## config.mk

```make
export PLATFORM = sky130hd
export DESIGN_NAME = uart_status_reporter
export DESIGN_NICKNAME = d
export VERILOG_FILES = /design/src/rtl/uart_status_reporter.sv
export SDC_FILE = /design/constraint.sdc
export NUM_CORES = 1
export LEC_CHECK = 0
export ABC_AREA = 1
export CORE_UTILIZATION = 35
export DETAILED_ROUTE_END_ITERATION = 8
export GPL_ROUTABILITY_DRIVEN = 0
export PLACE_DENSITY = 0.54
export SYNTH_ARGS = -nofsm -noshare
export SYNTH_HDL_FRONTEND = slang
export SYNTH_SLANG_ARGS = --single-unit
```

## constraint.sdc

```tcl
create_clock -name clk_50M -period 3.9 [get_ports clk_50M]
set_input_delay 0.39 -clock clk_50M [delete_from_list [all_inputs] [get_ports clk_50M]]
set_output_delay 0.39 -clock clk_50M [all_outputs]
set_load 0.005 [all_outputs]
```

## src/rtl/uart_status_reporter.sv

```systemverilog
// uart_status_reporter
// Snapshots one channel's configuration and status through the mapper lookup,
// frames it as a checksummed byte packet and streams it into uart_tx over a
// start/busy handshake.
module uart_status_reporter #(
    parameter int _NUM_CHANNELS = 4,
    parameter int _PAT_WIDTH    = 32
) (
    input  logic                  clk_50M,
    input  logic                  rst_n,
    input  logic                  rd_req,
    input  logic [7:0]            rd_req_ch,
    output logic [7:0]            rd_ch,
    input  logic [7:0]            rd_ctrl_sta,
    input  logic [7:0]            rd_duty_num,
    input  logic [15:0]           rd_pulse_dessert,
    input  logic [7:0]            rd_pulse_num,
    input  logic [_PAT_WIDTH-1:0] rd_pat,
    input  logic                  rd_busy,
    input  logic                  rd_valid,
    output logic                  tx_en,
    output logic [7:0]            tx_data,
    input  logic                  tx_busy,
    output logic                  rep_busy,
    output logic                  rep_done,
    output logic                  req_drop
);

    localparam int          FRAME_MAX = 15;
    localparam logic [31:0] NUM_CH    = 32'(_NUM_CHANNELS);

    typedef enum logic [2:0] {
        S_IDLE,
        S_SELECT,
        S_CAPTURE,
        S_SEND,
        S_WAIT,
        S_DONE
    } state_t;

    state_t     r_state;
    state_t     w_next;

    logic [7:0] r_rd_ch;
    logic       r_tx_en;
    logic [7:0] r_tx_data;
    logic       r_rep_busy;
    logic       r_rep_done;
    logic       r_req_drop;
    logic       r_wait_first;
    logic [3:0] r_idx;
    logic [3:0] r_last;
    logic [7:0] r_buf [FRAME_MAX];

    logic       w_accept;
    logic       w_capture;
    logic       w_launch;
    logic       w_byte_done;
    logic       w_advance;
    logic       w_finish;
    logic       w_drop;

    logic       w_ch_ok;
    logic [7:0] w_status;
    logic [7:0] w_sum;
    logic [3:0] w_last;
    logic [7:0] w_frame [FRAME_MAX];

    assign rd_ch    = r_rd_ch;
    assign tx_en    = r_tx_en;
    assign tx_data  = r_tx_data;
    assign rep_busy = r_rep_busy;
    assign rep_done = r_rep_done;
    assign req_drop = r_req_drop;

    // State register
    always_ff @(posedge clk_50M or negedge rst_n) begin
        if (!rst_n) r_state <= S_IDLE;
        else        r_state <= w_next;
    end

    // Next-state decode; WAIT skips tx_busy on its first cycle so uart_tx has time to raise it
    always_comb begin
        w_next = r_state;
        case (r_state)
            S_IDLE:    if (rd_req) w_next = S_SELECT;
            S_SELECT:  w_next = S_CAPTURE;
            S_CAPTURE: w_next = S_SEND;
            S_SEND:    if (!tx_busy) w_next = S_WAIT;
            S_WAIT: begin
                if (!r_wait_first && !tx_busy)
                    w_next = (r_idx == r_last) ? S_DONE : S_SEND;
            end
            S_DONE:    w_next = S_IDLE;
            default:   w_next = S_IDLE;
        endcase
    end

    // Control strobes derived from the current state and handshake inputs
    always_comb begin
        w_accept    = (r_state == S_IDLE) && rd_req;
        w_capture   = (r_state == S_CAPTURE);
        w_launch    = (r_state == S_SEND) && !tx_busy;
        w_byte_done = (r_state == S_WAIT) && !r_wait_first && !tx_busy;
        w_advance   = w_byte_done && (r_idx != r_last);
        w_finish    = w_byte_done && (r_idx == r_last);
        // Anything outside IDLE is a frame in progress, including the DONE cycle
        w_drop      = rd_req && (r_state != S_IDLE);
    end

    // Frame image built from the live lookup; only latched in CAPTURE
    always_comb begin
        w_ch_ok  = ({24'd0, r_rd_ch} < NUM_CH);
        w_status = {6'd0, rd_valid, rd_busy};
        w_sum    = 8'h00;
        w_last   = 4'd0;
        for (int i = 0; i < FRAME_MAX; i++) w_frame[i] = 8'h00;
        w_frame[0] = 8'h55;
        w_frame[1] = 8'hAA;
        w_frame[3] = r_rd_ch;
        if (w_ch_ok) begin
            // Modulo-256 sum of everything after the sync bytes
            w_sum = 8'h81 + r_rd_ch + rd_ctrl_sta + rd_duty_num
                  + rd_pulse_dessert[15:8] + rd_pulse_dessert[7:0] + rd_pulse_num
                  + rd_pat[31:24] + rd_pat[23:16] + rd_pat[15:8] + rd_pat[7:0]
                  + w_status;
            w_frame[2]  = 8'h81;
            w_frame[4]  = rd_ctrl_sta;
            w_frame[5]  = rd_duty_num;
            w_frame[6]  = rd_pulse_dessert[15:8];
            w_frame[7]  = rd_pulse_dessert[7:0];
            w_frame[8]  = rd_pulse_num;
            w_frame[9]  = rd_pat[31:24];
            w_frame[10] = rd_pat[23:16];
            w_frame[11] = rd_pat[15:8];
            w_frame[12] = rd_pat[7:0];
            w_frame[13] = w_status;
            w_frame[14] = w_sum;
            w_last      = 4'd14;
        end else begin
            w_sum      = 8'hEE + r_rd_ch;
            w_frame[2] = 8'hEE;
            w_frame[4] = w_sum;
            w_last     = 4'd4;
        end
    end

    // Registered outputs, frame buffer and byte index
    always_ff @(posedge clk_50M or negedge rst_n) begin
        if (!rst_n) begin
            r_rd_ch      <= 8'h00;
            r_tx_en      <= 1'b0;
            r_tx_data    <= 8'h00;
            r_rep_busy   <= 1'b0;
            r_rep_done   <= 1'b0;
            r_req_drop   <= 1'b0;
            r_wait_first <= 1'b0;
            r_idx        <= 4'd0;
            r_last       <= 4'd0;
            for (int i = 0; i < FRAME_MAX; i++) r_buf[i] <= 8'h00;
        end else begin
            r_tx_en      <= w_launch;
            r_rep_done   <= w_finish;
            r_req_drop   <= w_drop;
            r_wait_first <= w_launch;
            if (w_accept) begin
                r_rd_ch    <= rd_req_ch;
                r_rep_busy <= 1'b1;
            end else if (w_finish) begin
                r_rep_busy <= 1'b0;
            end
            if (w_capture) begin
                for (int i = 0; i < FRAME_MAX; i++) r_buf[i] <= w_frame[i];
                r_last <= w_last;
                r_idx  <= 4'd0;
            end else if (w_advance) begin
                r_idx <= r_idx + 4'd1;
            end
            if (w_launch) r_tx_data <= r_buf[r_idx];
        end
    end

endmodule

```

# == Yosys cells after proc, flatten, opt, wreduce, memory -nomap -nowiden ==
# Index checks and enable logic that the tools add are counted.
# totals
word_cells,79
ff_bits,136
inputBits,86
out_inout_bits,20
# classes
n_mux,16
bitwise,1
n_eq_ne,9
n_lt_le_gt_ge,2
n_addsub,13
n_reduce_logical,15
# ops
cell,n
80-bit 2-to-1 mux,1
8-bit adder,9
8-bit binary-select mux with 4-bit select,1
8-bit 2-to-1 mux,3
8-bit adder (first input constant),2
3-bit one-hot mux with 5 select lines,1
3-bit 2-to-1 mux,4
4-bit 2-to-1 mux,3
8-bit by 2-bit adder with 8-bit output,1
1-bit logical AND,8
8-bit by 3-bit < comparator with 1-bit output (second input constant),1
7-bit 2-to-1 mux,1
3-bit by 2-bit equality test with 1-bit output (second input constant),2
2-bit inequality test (second input constant),3
5-bit >= comparator (second input constant),1
4-bit inverter with 5-bit output,1
4-bit by 1-bit adder with 4-bit output (second input constant),1
4-bit equality test,1
4-bit inequality test,1
2-bit nonzero test,2
3-bit by 1-bit equality test with 1-bit output (second input constant),1
3-bit equality test (second input constant),1
3-bit logical NOT,1
3-bit AND reduction,1
3 further kinds,5

# == Logic depth before layout (Yosys ltp) ==
# depth
depth_word,12
ltp_mapped,24
mapped_depth_nobuf,24

# == Worst setup path before layout ==
# OpenSTA, ideal clock, no wires.
# synth_timing
path_type,register -> register
from,"register r_rd_ch[2], in the netlist rd_ch[2]"
to,register r_buf[6] in the netlist's numbering
stages_incl_launch_ff,19
setup_slack_ps,-399
path_buffers,0
setup_time_ps,95
arrival_time_ps,4204
synth_period_minus_slack_ps,4299
path_cell_list,dfrtp_1 > inv_1 > fa_1 > inv_1 > fa_1 > fa_1 > fa_1 > inv_1 > fa_1 > inv_1 > ha_1 > inv_1 > fa_1 > inv_1 > nand2_1 > nand2_1 > a21oi_1 > xor2_1 > o31ai_1
# synth_via
elab_chain_cells,12
elab_cells_between_ends,13
# synth_rtl
element,line,text
start: declaration,44,logic [7:0] r_rd_ch;
start signal: assignment,167,r_rd_ch <= rd_req_ch;
8-bit adder (3 in series),123,w_sum = 8'h81 + r_rd_ch + rd_ctrl_sta + rd_duty_num
8-bit adder (3 in series),124,+ rd_pulse_dessert[15:8] + rd_pulse_dessert[7:0] + rd_pulse_num
8-bit adder (4 in series),125,+ rd_pat[31:24] + rd_pat[23:16] + rd_pat[15:8] + rd_pat[7:0]
8-bit by 2-bit adder with 8-bit output,126,+ w_status;
80-bit 2-to-1 mux *,121,if (w_ch_ok) begin
end: declaration,53,logic [7:0] r_buf [FRAME_MAX];
# Every way passes the cells marked *; elsewhere a longest branch is shown, timed or not.
# A chain may end at the register's enable or synchronous reset.

# == Worst setup path in the final report ==
# layout_timing
from,"register r_rd_ch[6], in the netlist rd_ch[6]"
to,register r_buf[7] in the netlist's numbering
# The elaborated chain is that of the path after synthesis.

==> results.py <==
metrics = {
    "synth": {
        "synthArstFlopShare_pct": 100,
        "ys_seq_area_share_pct": 40.1,
        "synth-warning-count": 0,
        "synthCells": 891,
        "synthXorXnorAreaFrac_pct": 1.17,
        "synth_top_family_by_area": "adder cells",
        "yosys_register_bits": 120,
        "synth_compound_area_share_pct": 14.2,
        "ys.flop_type": "dfrtp_1",
        "synth-edff-count": 0,
        "synth_nets": 1046,
        "yosysUniqueCellTypes": 33,
        "synthAdderAreaFrac_pct": 16.7,
        "avgSynthCellArea_sq_um": 8.40,
        "synthSimpleGateAreaFrac_pct": 15.7,
        "synth_mux_area_share_pct": 0,
        "syn-cell-area_sq_mm": 0.00749,
    },
    "sta": {
        "final-max-slew-violation-count": 0,
        "worst_pin_slew_ns": 1.06,
        "setup_tns_ns": -0.749,
        "hold_viol_final": 0,
        "hold_slack_ns": 0.151,
        "final-setup-viol-count": 4,
        "finClkSkew_ns": 0.00520,
        "setup_ws_ns": -0.263,
        "rsz0062_at_grt": "true",
        "timing.fmax_ghz": 0.240,
        "period_share_pct": 107,
        "period_needed_ns": 4.16,
        "slew_headroom_pct": 29.5,
    },
    "global_route": {
        "antenna_found_initial": 0,
        "grt_max_degree": 79,
        "grt_usage_pct": 21.0,
        "grt_pass1_vias": 6383,
        "grt_pass1_wl_mm": 34.7,
        "gr-total-overflow": 0,
    },
    "cells_and_area": {
        "final_core_util_pct": 48.1,
        "nFillCells": 2065,
        "layout_common_cells": "nand2_1 (208), inv_1 (136), dfrtp_1 (120)",
        "final_cells": 1352,
        "multi_input_area_sq_mm": 0.00372,
        "final_nets": 1219,
        "syn_to_final_growth_pct": 35.0,
        "seqCellArea_sq_mm": 0.00300,
        "final_common_cell": "nand2_1",
        "drive_gt1_share_pct": 19.0,
        "n_antenna_cell": 0,
    },
    "floorplanning": {
        "core_sq_mm": 0.0210,
        "dieArea_sq_mm": 0.0220,
        "io_pins": 106,
        "rows": 53,
        "start_util_pct": 35.6,
        "die_h_microns": 148,
        "die_x_microns": 148,
    },
    "worst_setup_path": {
        "critical_path_class": "reg2reg",
        "crit_required_ns": 4.21,
        "worstPathArrival_ns": 4.47,
        "rr_worst_depth": 19,
        "cp-start-kind": "flip-flop",
        "cp_max_fo": 3,
        "cp-end-kind": "flip-flop",
    },
    "run_status": {
        "status": "finished with violations",
        "violations": "setup timing",
    },
    "power": {
        "vdd_ir_drop_max_v": 0.00103,
        "p_per_area_mw_per_mm2": 947,
        "report.power.total_mw": 9.58,
        "cellLeakagePower_nw": 5.06,
    },
    "detailed_routing": {
        "finalWirelength_mm": 21.7,
        "drc_errors": 0,
        "firstDrtPassIters": 7,
        "vias": 6423,
        "post_drt_wl_per_cell_microns": 16.0,
        "initialDrtViolationCount": 355,
        "drt-vias-per-instance": 4.75,
        "postRouteAntennaNets": 0,
    },
    "clock_tree": {
        "cts_hold_buf": 0,
        "cts_buffer_depth": 2,
        "cts_root_buffer": "clkbuf_16",
        "clk_pin_slew_worst_paths_ns": 0.06,
        "insertion_delay_ns": 0.42,
        "cts_tree": "yes",
        "cts_buffers": 17,
        "cts_max_level": 4,
        "cts.sinks": 120,
    },
    "hold_path": {
        "hp-class": "in2async",
    },
    "placed_design": {
        "numPortBuffers": 105,
        "hpwl_mm": 15.9,
        "placedCellCount": 1309,
    },
    "flow_run": {
        "drv_cap": 0,
    },
}
[Yosys cell counts, types with 3 or more instances]
cell type,number,area (sq um)
inv_2,6,22.5
clkbuf_1,14,52.6
nand2_1,215,807
o21ai_0,62,310
buf_2,15,75.1
o221ai_1,10,87.6
a21oi_1,30,150
xnor2_1,4,35.0
a22oi_1,3,22.5
fa_1,52,1040
inv_1,177,664
nor2_1,34,128
o211ai_1,12,90.1
buf_4,11,82.6
a22o_1,13,114
o2111ai_1,4,35.0
or2_2,3,18.8
nand3_1,35,175
o21ai_1,13,65.1
dfrtp_1,120,3000
o22ai_1,21,131
xor2_1,6,52.6
ha_1,17,213
[report_power, final]
group,switching [mW],internal (mW),total (mW)
Sequential,0.150,1.45,1.60
Combinational,3.32,3.07,6.39
Clock,0.595,0.987,1.58
[worst max-delay path, stage by stage, from the launching register on]
cell and delay [ns]:
dfrtp_1 0.43, fa_1 0.52, fa_1 0.56, inv_1 0.05, fa_1 0.49, fa_1 0.46
fa_1 0.53, inv_2 0.05, ha_4 0.27, nand2_2 0.05, inv_2 0.05, nand3_2 0.07
nand3_2 0.10, inv_1 0.05, nand2_1 0.06, nand2_2 0.06, nand3_1 0.08, nand2_1 0.05
nand2_1 0.05, nand2_1 0.06
[area by class of cell]
cell class / count / share of cell area, %
repair buffers: 195 / 17.3
flip-flops and latches: 120 / 29.7
inverters: 183 / 6.94
clock buffers: 20 / 4.62
well taps: 275 / 3.40
clock inverters: 12 / 1.23
multi-input cells: 547 / 36.8
[path summary, 6_finish.rpt]
path | startpoint | endpoint | slack [ns]
setup / recovery | rd_ch[6] | r_buf[7] | -0.26
hold / removal | rst_n | r_buf[8] | 0.15
setup reg to reg | rd_ch[6] | r_buf[7] | -0.26
hold reg to reg | r_buf[21] | r_buf[21] | 0.47
max in group asynchronous | rst_n | rd_ch[6] | 2.95
min in group clk_50M | rd_pat[19] | r_buf[35] | 0.27
[cells by family (layout without fill, tap and decap cells)]
| group | Yosys count | in the layout |
|---|---|---|
| buffers and inverters | 224 | 410 |
| adders and majority gates | 69 | 69 |
| xor gates and xnor gates | 10 | 10 |
| and+or+nand+nor | 293 | 293 |
| AOI/OAI and AO/OA | 175 | 175 |
| DFF | 120 | 120 |
[state kept, by name, summed over array words and instances (netlist names)]
signal and cells:
tx_data 8, rep_done 1, r_wait_first 1, rd_ch 8
rep_busy 1, r_last 2, req_drop 1, r_state 3
r_idx 4, r_buf 91
[what timing repair did]
action                     in CTS  in global routing
pin swaps                      36                 33
setup endpoints to repair       5                  5
buffers inserted                7                  5
resized for setup              55                 35
[per-layer routing]
metal / part of all wire [%] / wire [microns] / GRT usage (%)
met1: 47 / 10200 / 28.8
met2: 46 / 10100 / 33.2
met3: 4.4 / 951 / 3.44
met4: 2.3 / 493 / 8.56
met5: 0 / 0 / 0
[metrics by stage]
stage | cell area [sq um] | setup WS (ns)
2_1_floorplan | 7560 | -0.218
3_3_place_gp | 9330 | -0.977
3_5_place_dp | 9330 | -0.998
4_1_cts | 9990 | -0.308
5_1_grt | 10100 | -0.492
6_report | 10100 | -0.263
Power figures use the tool's default switching activity.
